## src/rtl/rfalu_pkg.sv

```systemverilog
// Shared types for the register-file/ALU pipeline: opcode enum, flag bundle and
// a shift-amount width helper.
package rfalu_pkg;

   typedef enum logic [2:0] {
      ADD_OP = 3'd0,
      SUB_OP = 3'd1,
      AND_OP = 3'd2,
      OR_OP  = 3'd3,
      XOR_OP = 3'd4,
      SLT_OP = 3'd5,
      SHL_OP = 3'd6,
      SHR_OP = 3'd7
   } alu_op_e;

   typedef struct packed {
      logic zero;
      logic carry;
      logic negative;
   } alu_flags_t;

   // Number of low srcB bits that form a shift amount for a given data width.
   function automatic int shamt_width(input int data_w);
      return (data_w <= 2) ? 1 : $clog2(data_w);
   endfunction

endpackage

```

## src/rtl/reg_file_alu_pipe_alu_core.sv

```systemverilog
// Combinational 8-operation ALU producing result plus zero/carry/negative flags.
module alu_core
   import rfalu_pkg::*;
#(
   parameter int DATA_W = 8
) (
   input  logic [DATA_W-1:0] a_i,
   input  logic [DATA_W-1:0] b_i,
   input  alu_op_e           op_i,
   output logic [DATA_W-1:0] result_o,
   output alu_flags_t        flags_o
);

   localparam int SW = shamt_width(DATA_W);

   logic [DATA_W:0]   sum_s;
   logic [DATA_W-1:0] res_s;
   logic              carry_s;
   logic              lt_s;

   // Result and carry selection; SUB carry-out of a + ~b + 1 means "no borrow".
   always_comb begin
      sum_s   = '0;
      res_s   = '0;
      carry_s = 1'b0;
      lt_s    = ($signed(a_i) < $signed(b_i));
      case (op_i)
         ADD_OP: begin
            sum_s   = {1'b0, a_i} + {1'b0, b_i};
            res_s   = sum_s[DATA_W-1:0];
            carry_s = sum_s[DATA_W];
         end
         SUB_OP: begin
            sum_s   = {1'b0, a_i} + {1'b0, ~b_i} + {{DATA_W{1'b0}}, 1'b1};
            res_s   = sum_s[DATA_W-1:0];
            carry_s = sum_s[DATA_W];
         end
         AND_OP:  res_s = a_i & b_i;
         OR_OP:   res_s = a_i | b_i;
         XOR_OP:  res_s = a_i ^ b_i;
         SLT_OP:  res_s = {{(DATA_W-1){1'b0}}, lt_s};
         SHL_OP:  res_s = a_i << b_i[SW-1:0];
         SHR_OP:  res_s = a_i >> b_i[SW-1:0];
         default: res_s = '0;
      endcase
   end

   assign result_o         = res_s;
   assign flags_o.zero     = (res_s == '0);
   assign flags_o.carry    = carry_s;
   assign flags_o.negative = res_s[DATA_W-1];

endmodule

```

## src/rtl/reg_file_alu_pipe.sv

```systemverilog
// Two-stage register-file/ALU datapath: operand read/immediate mux, then execute + writeback.
// Defining FORWARD_EN adds a bypass from the execute stage into the operand read.
module reg_file_alu_pipe
   import rfalu_pkg::*;
#(
   parameter int DATA_W   = 8,
   parameter int NUM_REGS = 16,
   parameter int OUT_REG  = NUM_REGS - 1
) (
   input  logic                        CLK,
   input  logic                        RST,
   input  logic                        in_valid,
   input  logic [$clog2(NUM_REGS)-1:0] RA1,
   input  logic [$clog2(NUM_REGS)-1:0] RA2,
   input  logic [$clog2(NUM_REGS)-1:0] WA,
   input  logic [DATA_W-1:0]           immediate,
   input  logic [2:0]                  ALUControl,
   input  logic                        ALUSrc,
   input  logic                        write_enable,
   output logic                        out_valid,
   output logic [DATA_W-1:0]           ALUResult,
   output logic                        Zero,
   output logic                        Carry,
   output logic                        Negative,
   output logic [DATA_W-1:0]           cpu_out
);

   localparam int            AW      = $clog2(NUM_REGS);
   localparam logic [AW-1:0] OUT_IDX = AW'(OUT_REG);

   logic [DATA_W-1:0] regs_q [NUM_REGS];

   logic              s1_valid_q, s1_valid_d;
   logic [DATA_W-1:0] s1_a_q, s1_a_d;
   logic [DATA_W-1:0] s1_b_q, s1_b_d;
   alu_op_e           s1_op_q, s1_op_d;
   logic [AW-1:0]     s1_wa_q, s1_wa_d;
   logic              s1_we_q, s1_we_d;

   logic              out_valid_q, out_valid_d;
   logic [DATA_W-1:0] result_q, result_d;
   alu_flags_t        flags_q, flags_d;

   logic [DATA_W-1:0] alu_res_s;
   alu_flags_t        alu_flags_s;
   logic [DATA_W-1:0] rd1_s, rd2_s;
   logic              wb_en_s;

   alu_core #(.DATA_W(DATA_W)) u_alu (
      .a_i      (s1_a_q),
      .b_i      (s1_b_q),
      .op_i     (s1_op_q),
      .result_o (alu_res_s),
      .flags_o  (alu_flags_s)
   );

   assign wb_en_s = s1_valid_q & s1_we_q;

   // Operand read; the bypass picks up the value being written back at this same edge.
   always_comb begin
`ifdef FORWARD_EN
      if (wb_en_s && (s1_wa_q == RA1)) begin
         rd1_s = alu_res_s;
      end else begin
         rd1_s = regs_q[RA1];
      end
      if (wb_en_s && (s1_wa_q == RA2)) begin
         rd2_s = alu_res_s;
      end else begin
         rd2_s = regs_q[RA2];
      end
`else
      rd1_s = regs_q[RA1];
      rd2_s = regs_q[RA2];
`endif
   end

   // Stage-1 next state: latch operands and control when an operation is presented.
   always_comb begin
      s1_valid_d = in_valid;
      if (in_valid) begin
         s1_a_d  = rd1_s;
         s1_b_d  = ALUSrc ? immediate : rd2_s;
         s1_op_d = alu_op_e'(ALUControl);
         s1_wa_d = WA;
         s1_we_d = write_enable;
      end else begin
         s1_a_d  = s1_a_q;
         s1_b_d  = s1_b_q;
         s1_op_d = s1_op_q;
         s1_wa_d = s1_wa_q;
         s1_we_d = s1_we_q;
      end
   end

   // Stage-2 next state: result and flags hold while no operation completes.
   always_comb begin
      out_valid_d = s1_valid_q;
      if (s1_valid_q) begin
         result_d = alu_res_s;
         flags_d  = alu_flags_s;
      end else begin
         result_d = result_q;
         flags_d  = flags_q;
      end
   end

   // Pipeline registers with synchronous reset.
   always_ff @(posedge CLK) begin
      if (RST) begin
         s1_valid_q  <= 1'b0;
         s1_a_q      <= '0;
         s1_b_q      <= '0;
         s1_op_q     <= ADD_OP;
         s1_wa_q     <= '0;
         s1_we_q     <= 1'b0;
         out_valid_q <= 1'b0;
         result_q    <= '0;
         flags_q     <= '0;
      end else begin
         s1_valid_q  <= s1_valid_d;
         s1_a_q      <= s1_a_d;
         s1_b_q      <= s1_b_d;
         s1_op_q     <= s1_op_d;
         s1_wa_q     <= s1_wa_d;
         s1_we_q     <= s1_we_d;
         out_valid_q <= out_valid_d;
         result_q    <= result_d;
         flags_q     <= flags_d;
      end
   end

   // Register file; reset wins over a writeback from an in-flight operation.
   always_ff @(posedge CLK) begin
      if (RST) begin
         for (int i = 0; i < NUM_REGS; i++) begin
            regs_q[i] <= '0;
         end
      end else if (wb_en_s) begin
         regs_q[s1_wa_q] <= alu_res_s;
      end else begin
         regs_q[s1_wa_q] <= regs_q[s1_wa_q];
      end
   end

   assign out_valid = out_valid_q;
   assign ALUResult = result_q;
   assign Zero      = flags_q.zero;
   assign Carry     = flags_q.carry;
   assign Negative  = flags_q.negative;
   assign cpu_out   = regs_q[OUT_IDX];

endmodule

```

## config.mk

```make
export PLATFORM = sky130hd
export DESIGN_NAME = reg_file_alu_pipe
export DESIGN_NICKNAME = d
export VERILOG_FILES = /design/src/rtl/rfalu_pkg.sv /design/src/rtl/reg_file_alu_pipe_alu_core.sv /design/src/rtl/reg_file_alu_pipe.sv
export SDC_FILE = /design/constraint.sdc
export NUM_CORES = 1
export LEC_CHECK = 0
export CAP_MARGIN = 20
export CELL_PAD_IN_SITES_DETAIL_PLACEMENT = 0
export CELL_PAD_IN_SITES_GLOBAL_PLACEMENT = 1
export CORE_MARGIN = 2
export CORE_UTILIZATION = 35
export DETAILED_ROUTE_END_ITERATION = 16
export MAX_ROUTING_LAYER = met4
export PLACE_DENSITY_LB_ADDON = 0.1
export SLEW_MARGIN = 20
export SYNTH_ARGS = -nofsm -noshare
export SYNTH_HDL_FRONTEND = slang
export SYNTH_SLANG_ARGS = --single-unit
```

## constraint.sdc

```tcl
create_clock -name CLK -period 3.8 [get_ports CLK]
set_input_delay 0.57 -clock CLK [delete_from_list [all_inputs] [get_ports CLK]]
set_output_delay 0.57 -clock CLK [all_outputs]
set_load 0.01 [all_outputs]
```

# Word-level counts from Yosys, hierarchy flattened
# Memory sizes are Yosys's and may differ from the RTL's. A register that Yosys moved wholly into a read port is not among the register bits.
# Cells that the tools add are included.
# W data, S select, Z words.
[totals]
regBits = 29
mem_bits_rw = 128
input_bits = 28
out_inout_bits = 20
elab_cells = 50
mem_count = 1
[classes]
add_sub_neg = 3
n_lt_le_gt_ge = 1
eq_ne = 8
n_shift = 2
n_mux = 15
bitwise = 6
n_reduce_logical = 4
[mem_list]
columns = ["memory", "depth", "word_bits", "rd", "rd_clocked_by_memory_dff", "wr", "line", "source"]
rows = [
  ["regs_q", 16, 8, 3, 1, 16, "reg_file_alu_pipe.sv:31", "logic [DATA_W-1:0] regs_q [NUM_REGS];"],
]
[ops]
columns = ["cell", "n"]
rows = [
  ["$pmux W8 S8", 1],
  ["$mux W8", 3],
  ["$add A8 B8 Y9", 2],
  ["$eq A3 B3 Y1 const B", 4],
  ["$add A9 B1 Y9 const B", 1],
  ["$mux W1", 9],
  ["$and A8 B8 Y8", 1],
  ["$logic_not A8 Y1", 1],
  ["$lt A8 B8 Y1", 1],
  ["$not A8 Y8", 1],
  ["$or A8 B8 Y8", 1],
  ["$reduce_or A8 Y1", 1],
  ["$shl A8 B3 Y8", 1],
  ["$shr A8 B3 Y8", 1],
  ["$xor A8 B8 Y8", 1],
  ["$eq A3 B2 Y1 const B", 2],
  ["$mux W4", 1],
  ["$eq A3 B1 Y1 const B", 1],
  ["$logic_not A3 Y1", 1],
  ["$pmux W1 S2", 1],
  ["$reduce_and A2 Y1", 1],
  ["$and A1 B1 Y1", 1],
  ["$ne A0 B0 Y1", 1],
  ["$or A1 B1 Y1", 1],
]

# Logic depth before layout (Yosys ltp)
# Gate-level depths: netlist of run 1.
[depth]
word_depth = 8
mapped_depth = 12
ltp_nobuf = 12

# Modules after synthesis
# Synthesis of run 1 repeated with hierarchy kept, for this count alone.
[unflattened]
cells_unflattened = 908
area_unflattened_um2 = 10152.2
[modules_own_cells]
columns = ["module", "instances", "cells_per_inst", "area_per_inst_um2"]
rows = [
  ["reg_file_alu_pipe", 1, 679, 8405.6],
  ["alu_core", 1, 229, 1746.7],
]

# Least setup slack after synthesis of run 1
# OpenSTA, ideal clock, no wires.
[synth_path]
kind = "flip-flop to flip-flop"
start = "register s1_b_q[2]"
end = "memory regs_q[12][7] (data pin)"
setup_time_ns = 0.264
arrival_time_ns = 2.470
required_ns = 3.536
path_slack_ns = 1.066
stages_incl_launch_ff = 13
n_path_buf = 2
path_cell_list = "dfxtp_1 > buf_2 > inv_1 > ha_1 > nor3_1 > a211o_1 > a221oi_2 > o311ai_0 > o21ai_1 > xor2_1 > a21oi_2 > buf_2 > nor2_1"
[synth_lines]
columns = ["item", "line", "source"]
rows = [
  ["start: declaration", "reg_file_alu_pipe.sv:35", "logic [DATA_W-1:0] s1_b_q, s1_b_d;"],
  ["start signal: assignment", "reg_file_alu_pipe.sv:113", "s1_b_q <= '0;"],
  ["start signal: assignment", "reg_file_alu_pipe.sv:123", "s1_b_q <= s1_b_d;"],
  ["end: declaration", "reg_file_alu_pipe.sv:31", ""],
]

# Worst setup path after layout of run 1
[layout_path]
start = "register s1_a_q[0], read port of regs_q"
end = "register flags_q (netlist bit Zero)"
[layout_via]
elab_chain_cells = 4
word_cells_on_any_way = 11
cone_classes = "3 x add/sub; 1 x order compare; 2 x shift; 1 x mux; 3 x bitwise; 1 x reduce/logical"
[layout_rtl]
columns = ["item", "line", "source"]
rows = [
  ["start: declaration", "reg_file_alu_pipe.sv:34", "logic [DATA_W-1:0] s1_a_q, s1_a_d;"],
  ["$add A8 B8 Y9", "reg_file_alu_pipe_alu_core.sv:34", "sum_s = {1'b0, a_i} + {1'b0, ~b_i} + {{DATA_W{1'b0}}, 1'b1};"],
  ["$add A9 B1 Y9", "reg_file_alu_pipe_alu_core.sv:34", ""],
  ["$pmux W8 S8 (*)", "reg_file_alu_pipe_alu_core.sv:27", "case (op_i)"],
  ["$logic_not A8 Y1 (*)", "reg_file_alu_pipe_alu_core.sv:49", "assign flags_o.zero = (res_s == '0);"],
  ["end signal: assignment", "reg_file_alu_pipe.sv:129", "flags_q <= flags_d;"],
  ["end: declaration", "reg_file_alu_pipe.sv:42", "alu_flags_t flags_q, flags_d;"],
]
# Mark *: on every way between the ends. The rest lies on a longest branch, timed or not.
# A chain may end at the register's enable or synchronous reset.

==> results of run 1 <==
-- final timing paths --
check | startpoint | end | slack [ps] | depth (start not counted)
setup reg to reg | s1_a_q[0] | Zero | 640 | 13
hold reg to reg | ALUResult[5] | ALUResult[5] | 490 | 2
setup / recovery | s1_a_q[0] | Zero | 640 | 13
hold / removal | RST | out_valid | 480 | 3
-- per-stage QoR --
| stage | cell area, um^2 | total power [uW] | instances |
|---|---|---|---|
| after floorplan | 9570 | 2660 | 774 |
| after global placement | 10500 | 3030 | 1142 |
| after detailed placement | 10500 | 3030 | 1142 |
| after CTS | 11100 | 4810 | 1174 |
| after global routing | 11100 | 4950 | 1174 |
| final | 11100 | 4770 | 1174 |
-- tightest hold or removal path: stages --
cell	delay [ps]
buf_2	100
nor2_1	60
buf_4	140
-- area by class of cell --
cell class              instances  area, um^2
fillers                      2545       15800
clock inverters                13         169
inverters                      31         116
repair buffers                 84         766
well taps                     341         427
multi-input cells             522        4600
clock buffers                  19         433
flip-flops and latches        164        4560
-- sequential cells by signal, summed over array words and instances, names as in the netlist --
name and flops:
ALUResult 8, s1_we_q 1, Zero 1, s1_a_q 8, out_valid_d 1, Carry 1, out_valid 1, s1_op_q 3
regs_q 128, s1_wa_q 4, s1_b_q 8
-- cell families after synthesis --
| logic type | synth area share (%) |
|---|---|
| adder cells (fa/ha/maj) | 3.69 |
| buffers and inverters | 4.29 |
| AND/OR/NAND/NOR | 12.7 |
| XOR/XNOR | 0.183 |
| flip-flops | 47.7 |
| multiplexers | 24.4 |
| AO/OA/AOI/OAI | 7.03 |
-- power groups by stage --
stage	logic, uW	clock network, uW	registers, uW
after detailed placement	921	0	2110
after global placement	928	0	2100
final	918	1790	2070
after CTS	927	1810	2070
after floorplan	582	0	2080
after global routing	983	1890	2080
-- cells in the mapped netlist, types with 3 or more instances --
master    number  share of area (%)
inv_1         30                1.2
clkbuf_1      28                1.1
nand2_1       30                1.2
a31oi_1        3               0.20
o31ai_1        3               0.24
buf_1          5               0.20
nor2_1       188                7.4
a211oi_1      22                1.7
dfxtp_1       36                7.5
buf_6          4               0.47
buf_2         16               0.84
ha_1          25                3.3
a21oi_1       16               0.84
nor3_1         7               0.37
nand3_1        9               0.47
nor2b_1        7               0.46
o21ai_0       10               0.52
nor3b_1        4               0.31
edfxtp_1     128                 40
nand2b_1      21                1.4
mux2_2         6               0.71
mux2i_1       31                3.2
mux4_2        87                 20
a211oi_2       3               0.39
-- layer usage --
metal	global-route usage [%]	up-vias	share of wire [%]
li1	-	2986	-
met1	29.1	3404	43
met2	36.9	205	51
met3	2.59	34	4.3
met4	5.83	0	1.8
met5	-	-	0
==> metrics.txt, run 1 <==
crit-path cells=inv_1 -> ha_1 -> inv_1 -> fa_1 -> nor2b_1 -> o31ai_1 -> o31ai_1 -> and2_1 -> a221oi_2 -> nand2_2 -> buf_4 -> and4_1 -> a31o_1; final cycle utilization of the critical path=around 83%; Max stage delay on crit path=roughly 440 ps; Pins Over Slew Limit=0; clock root buffer=clkbuf_16; Post-CTS Setup Inserts=0; CP max FO=17; total of max-cap violations=0; PostCTS Resize Cnt=0; Max clock buf depth=2; DP Wirelength=roughly 22 mm; std cell rows=60; area of the core=between 0.02 and 0.03 mm^2; final wirelength=~30 mm; post-synthesis average cell area=around 12 um^2; outcome=finished clean; cell-internal power=3370 uW; fraction of registers with async set/reset=0%; CTS Sinks=164; first-pass GRT wire length=44.7 mm; worst clock skew=12.3 ps; gr ovfl total=0; Worst setup SP type=register; f_max=~320 MHz; H-tree depth=4; WL/cell=between 20 and 30 um; worst hold margin=478 ps; chip width=around 170 um; critical path type=register to register; Yosys reg bits=roughly 160; initial antenna violation count=1; Worst Path Arrival=3500 ps; # IOs=48; power density over the cells=431 mW/mm^2; share of layout cells above drive strength 1=between 20% and 30%; mapped cell area=0.00957 mm^2; clock-pin slew on the worst setup and hold paths=70 ps; Logic pwr share=19.2%; Buf/Inv on CP=3; pre-CTS WS=709 ps; vias post-DR=about 6600; vias in the first global route=6731; CTS Hold Bufs=0; Yosys cell types=63; RD Place Congestion=0.899; Slew HR=41.6%; Net Sw Frac=29.4%; Routed Antenna Nets=0; Slew @ Worst Pin=876 ps; Largest delay share family, worst path=compound AO/OA/AOI/OAI gates; switching pwr=1410 uW; synth warn=0; Total GRT Usage=22.2%; post-synthesis sequential area ratio=about 48%; Detailed Route Iter0 Violations=485; CTS tree=yes; sequential share of power=43.3%; RSZ-0062 raised after global routing=no; Nets=875; EDFF count, synth=128; Hold Path Class=primary input to register; die height=169 um; Req. time, crit path=4140 ps; Final Setup Violations=0; syn nets=about 830; fin crit period=3160 ps; Slowest cell on crit path=o31ai_1; Clock power frac=37.4%; setup TNS=0 ps; largest net degree at the start of global routing=52; Initial Utilization=35.6%; DR pass1 iterations=5; crit path capture type=register; commonest non-fill, non-tap cell in the layout=nor2_1; Layout area overhead=15.7%; commonest non-fill, non-tap cells in the layout=nor2_1, edfxtp_1, mux4_2, clkdlybuf4s50_1, dfxtp_1; Post-Synthesis Cells=774; diodes inserted=0; core utilization of the finished layout=41.2%; Num CTS Buffers=17; worst skew pair latency=440 ps; final setup margin=639 ps; IO buf count=47; endpoints failing hold=0; Pleak=0.00394 uW; vias per cell=approximately 5.6; top_reg_cell synth=edfxtp_1; Die ar.=0.0287 mm^2; Post-route DRC=0; VDD IR max=approximately 0.00025 V
No activity file was read; power rests on OpenSTA's default activity.
==> inputs of run 2 (changes only) <==
Clock period 3.8 ns to 2.6 ns, I/O delays scaled along.
==> metrics.txt, run 2 (same netlist as run 1, synthesis figures left out) <==
pre-CTS WS=-76.3 ps (-785 ps); placement-stage cell area=0.0109 mm^2 (+4.0%); f_max=379 MHz (+20%); Worst setup SP type=register; endpoints failing hold=0 (unchanged); Buf/Inv on CP=4 (+1); outcome=finished, violations left; Die ar.=0.0287 mm^2 (unchanged); Post-route DRC=0 (unchanged); std cell rows=60 (unchanged); worst clock skew=26.2 ps (+13.9 ps); core utilization of the finished layout=44.8% (+3.6 points); fin area=0.0120 mm^2 (+8.8%); largest net degree at the start of global routing=52 (unchanged); RSZ-0062 raised after global routing=yes; initial antenna violation count=1 (unchanged); crit-path cells=clkinvlp_4 -> fa_2 -> nor2b_4 -> o31ai_4 -> o31ai_4 -> and2_4 -> buf_6 -> a221oi_2 -> nand2_2 -> buf_6 -> clkbuf_16 -> nor2_1; Pleak=0.00434 uW (+10%); Slew HR=40.6% (-0.99 points); H-tree depth=4 (unchanged); commonest non-fill, non-tap cells in the layout=nor2_1, edfxtp_1, mux4_2, buf_4, clkdlybuf4s50_1; commonest non-fill, non-tap cell in the layout=nor2_1; placed cell count=1181 (+3.4%); Nets=932 (+6.5%); Largest register FFs=128 (unchanged); Pins Over Slew Limit=0 (unchanged); die height=169 um (unchanged); DP Wirelength=22.4 mm (+4.0%); gr ovfl total=0 (unchanged); fin cells=1232 (+4.9%); Largest delay share family, worst path=buffers and inverters; clock-pin slew on the worst setup and hold paths=80 ps (about the same); Final Setup Violations=12 (+12); IO buf count=47 (unchanged); power density over the cells=622 mW/mm^2 (+44%); DR pass1 iterations=5 (unchanged); CP max FO=8 (-9); worst skew pair latency=450 ps (about the same); vias post-DR=6911 (+4.3%); area of the core=0.0269 mm^2 (unchanged); fin crit period=2640 ps (-524 ps); CTS tree=yes; Hold Path Class=primary input to register; vias per cell=5.61 (-0.65%); Routed Antenna Nets=0 (unchanged); chip width=169 um (unchanged); Req. time, crit path=2910 ps (-1230 ps); vias in the first global route=7047 (+4.7%); final cycle utilization of the critical path=101% (+18 points); # IOs=48 (unchanged); VDD IR max=0.000441 V (+78%); RD Place Congestion=0.842 (-6.2%); Detailed Route Iter0 Violations=539 (+11%); Worst R2R Setup Slack=-40 ps (-680 ps); Layout area overhead=25.8%; Slowest cell on crit path=fa_2; total of max-cap violations=0 (unchanged); clock root buffer=clkbuf_16; share of layout cells above drive strength 1=32.7% (+11 points); final setup margin=-36.8 ps (-676 ps); crit path capture type=register; Max clock buf depth=2 (unchanged); Slew @ Worst Pin=891 ps (+14.8 ps); fillers=2493 (-2.0%); critical path type=register to register; CTS Sinks=164 (unchanged); Num CTS Buffers=17 (unchanged); Initial Utilization=35.6% (unchanged); WL/cell=26.2 um (+3.1%); Total GRT Usage=23.0% (+0.84 points); first-pass GRT wire length=46.0 mm (+2.9%); Max stage delay on crit path=400 ps (-40 ps); final wirelength=32.2 mm (+8.2%); Worst Path Arrival=2950 ps (-550 ps); register name with the most flops=regs_q; failing checks=setup timing
-- run 2: changes by cell type in the layout (fill, tap and decap cells not counted), moves of 6 or more --
cell,before,now
buf_6,0,11
nor2_2,0,15
nor2_4,0,7
nor2_1,188,166
buf_12,3,11
ha_1,25,19
buf_4,34,66
-- run 2: worst paths after layout --
path / startpoint / end / depth (start not counted)
setup / recovery: s1_b_q[1] / regs_q[3][6] / 12
hold / removal: RST / out_valid / 3
setup reg to reg: s1_b_q[1] / regs_q[3][6] / 12
hold reg to reg: ALUResult[2] / ALUResult[2] / 2
-- run 2: routing by layer --
layer	GRT usage (%)	vias up	wire length, um
met5	-	-	0
met4	6.54	0	648
met3	3.31	37	1470
met2	38.6	210	16600
met1	29.3	3555	13500
li1	-	3109	-
-- run 2: area by class of cell --
type,instances,area (um^2),area share [%]
antenna,1,2.50,0.0208
clock buffer,17,425,3.53
clock inverter,15,184,1.53
inverter,31,120,0.998
multi-input combinational,522,4870,40.4
sequential,164,4570,38.0
tap,341,427,3.54
timing repair buffer,141,1450,12.0
-- run 2: where the power goes --
group / internal [uW] / leakage [uW] / switching, uW
Combinational: 861 / 0.00243 / 1010
Clock: 1380 / 0.000288 / 1230
Sequential: 2930 / 0.00162 / 77.6
-- run 2: repair_timing --
item / 4_1_cts / 5_1_grt
buffers inserted: 3 / 11
gates resized for setup: 19 / 66
gates cloned: 2 / 4
pin swaps: 4 / 12
endpoints found under the setup margin: 54 / 93
hold buffers: 0 / 0
-- run 2: worst min-delay path, delay by kind of cell --
family	cells	cell delay, ps
AND/OR/NAND/NOR	1	50
buffers and inverters	2	250
-- run 2: stage by stage --
step | hold WS, ps | total power (uW) | setup TNS, ps
after detailed placement | 484 | 4550 | -550
final | 300 | 7490 | -264
after global placement | 475 | 4550 | -104
after floorplan | 479 | 3910 | -4.04
after global routing | 305 | 7750 | -4130
after CTS | 292 | 7280 | -21.3
==> inputs of run 3 (changes only) <==
Settings changed: ABC_CLOCK_PERIOD_IN_PS set to 2600, SYNTH_HIERARCHICAL set to 1.
==> metrics.txt, run 3 <==
Routed Antenna Nets=0 (unchanged); EDFF count, synth=128 (unchanged); Post-synth top cells=and2_1, edfxtp_1, mux2i_1; IO buf count=47 (unchanged); depth of the most critical reg-to-reg path=11 (-1); std cell rows=62 (+3.3%); clock-pin slew on the worst setup and hold paths=80 ps (about the same); final cycle utilization of the critical path=102% (+0.39 points); Initial Utilization=35.5% (-0.14 points); Buf/Inv on CP=2 (-2); Detailed Route Iter0 Violations=879 (+63%); total chip power=7170 uW (-4.3%); CTS tree=yes; synth warn=6 (+6); # IOs=48 (unchanged); Worst R2R Setup Slack=-50 ps (about the same); Post-route DRC=0 (unchanged); setup TNS=-476 ps (-212 ps); Yosys reg bits=165 (+0.61%); chip width=174 um (+2.9%); Largest register FFs=128 (unchanged); H-tree depth=4 (unchanged); top_reg_cell synth=edfxtp_1; post-synthesis average cell area=11.2 um^2 (-9.6%); first-pass GRT wire length=51.1 mm (+11%); post-synth top area share=37.9% (-2.3 points); fraction of registers with async set/reset=0% (unchanged); final setup margin=-47.0 ps (-10.2 ps); Nets=1076 (+15%); final wirelength=34.7 mm (+7.7%); synth top area cells=edfxtp_1, mux2i_1, and2_1, dfxtp_1, mux4_2; hold path startpoint=RST; Slew HR=42.3% (+1.7 points); fin area=0.0125 mm^2 (+4.2%); Hold Path Class=primary input to register; Max clock buf depth=2 (unchanged); vias in the first global route=7769 (+10%); Num CTS Buffers=17 (unchanged); area of the core=0.0286 mm^2 (+6.5%); die height=174 um (+2.9%); WL/cell=24.5 um (-6.5%); RD Place Congestion=0.898 (+6.6%); Worst setup SP type=register; CTS Sinks=165 (+0.61%); Hold EP=ALUResult[1]; reg-to-reg endpoint=regs_q[15][6]; CP max FO=8 (unchanged); Layout area overhead=23.6%; worst skew pair latency=430 ps (-20 ps); VDD IR max=0.000317 V (-28%); Pins Over Slew Limit=0 (unchanged); Worst path most repeated cell=o21a_1; Pleak=0.00491 uW (+13%); power density over the cells=572 mW/mm^2 (-8.1%); RSZ-0062 raised after global routing=yes; outcome=finished, violations left; Hold Path Depth=3 (unchanged); endpoints failing hold=0 (unchanged); fillers=2690 (+7.9%); most common cell in the netlist=and2_1; commonest non-fill, non-tap cells in the layout=and2_1, edfxtp_1, buf_4, mux2i_1, nor2_1; crit path capture type=register; Yosys cell types=69 (+9.5%); total of max-cap violations=0 (unchanged); DR pass1 iterations=5 (unchanged); Max stage delay on crit path=420 ps (+20 ps); largest net degree at the start of global routing=24 (-54%); vias post-DR=7739 (+12%); Slowest cell on crit path=fa_2; failing checks=setup timing; post-synthesis sequential area ratio=45.2% (-2.5 points); mapped cell area=0.0102 mm^2 (+6.1%); register name with the most flops=regs_q; gr ovfl total=0 (unchanged); DP Wirelength=26.2 mm (+17%); commonest non-fill, non-tap cell in the layout=and2_1; share of layout cells above drive strength 1=24.3% (-8.4 points); Post-Synthesis Cells=908 (+17%); Largest delay share family, worst path=compound AO/OA/AOI/OAI gates; vias per cell=5.45 (-2.8%); Req. time, crit path=2910 ps (about the same); worst clock skew=13.4 ps (-12.9 ps); crit-path cells=buf_6 -> ha_4 -> fa_2 -> a211oi_2 -> nor2_2 -> o21a_1 -> o21a_1 -> o211a_1 -> nor2_4 -> clkbuf_16 -> and2_1; initial antenna violation count=1 (unchanged); Final Setup Violations=17 (+5); Slew @ Worst Pin=862 ps (-28.8 ps); CTS Hold Bufs=0 (unchanged); Synth area leader=edfxtp_1; f_max=378 MHz (-0.38%); Worst Path Arrival=2960 ps (about the same); fin crit period=2650 ps (+10.2 ps); clock root buffer=clkbuf_16; FF-to-FF Start=s1_a_q[0]; placement-stage cell area=0.0116 mm^2 (+6.7%); core utilization of the finished layout=43.8% (-0.96 points); Total GRT Usage=23.5% (+0.48 points); worst hold margin=478 ps (+178 ps); Die ar.=0.0304 mm^2 (+5.9%); critical path type=register to register; syn nets=963 (+16%)
## run 3: changes by cell type in the layout (fill, tap and decap cells not counted), moves of 13 or more
cell      delta
and2_1     +129
nor2_1     -102
mux2i_1     +64
mux4_2      -64
buf_4       +34
a22oi_1     +27
nand3_1     +27
or2_2       +16
a211oi_1    -14
nand2_1     +13
nor2_2      -13
## run 3: repair_timing
action / 4_1_cts / 5_1_grt
setup buffers: 2 / 8
cloned: 0 / 2
hold endpoints to repair: 0 / 0
endpoints found under the setup margin: 52 / 87
pin swaps: 6 / 10
resized for setup: 13 / 39
## run 3: worst max-delay path by stage
stage | startpoint | end | slack [ps] | cells after the start
after floorplan | s1_b_q[1] | regs_q[7][7] | 2 | 12
after global placement | s1_a_q[0] | Zero | -180 | 13
after detailed placement | s1_a_q[0] | Zero | -200 | 13
after CTS | s1_a_q[0] | Zero | -120 | 13
after global routing | s1_b_q[0] | Zero | -130 | 10
final | s1_a_q[0] | regs_q[15][6] | -50 | 11
## run 3: tightest hold or removal path, stage by stage
cell	delay (ps)
buf_2	170
buf_4	210
nor2_1	100
## run 3: kinds of logic (layout without fill, tap and decap cells)
family	after synthesis	in the layout	synth area share, %
buffers and inverters	91	217	4.29
adders and majority gates	27	27	3.48
and+or+nand+nor	348	348	18.7
muxes	146	146	19.1
AOI/OAI and AO/OA	128	128	9.05
xor gates and xnor gates	3	3	0.259
other	0	1	0
DFF	165	165	45.2
## run 3: cell type report
| type | instances | area [um^2] | area share [%] |
|---|---|---|---|
| repair buffers | 160 | 1430 | 11.4 |
| well taps | 384 | 480 | 3.83 |
| multi-input cells | 652 | 5370 | 42.8 |
| diodes | 1 | 2.50 | 0.0199 |
| inverters | 25 | 93.8 | 0.748 |
| flip-flops and latches | 165 | 4600 | 36.6 |
| clock inverters | 12 | 111 | 0.887 |
| clock buffers | 20 | 458 | 3.65 |
## run 3: power by group
group | switching, uW | internal [uW] | total (uW) | leakage (uW)
clock network | 1200 | 1310 | 2510 | 0.000274
registers | 94.6 | 2940 | 3040 | 0.00163
logic | 908 | 712 | 1620 | 0.00301
total | 2200 | 4970 | 7170 | 0.00491
## run 3: per-stage QoR
step | setup slack (ps) | instances
floorplan | 1.67 | 908
global placement | -175 | 1375
detailed placement | -203 | 1375
CTS | -121 | 1409
global route | -125 | 1419
finish | -47.0 | 1419
## run 3: metal layers
layer / routed length [um] / GRT usage (%) / share of wire, %
met5: 0 / - / 0
met1: 16700 / 33.2 / 48
met4: 300 / 4.27 / 0.86
met2: 16500 / 36.9 / 48
met3: 1240 / 2.65 / 3.6
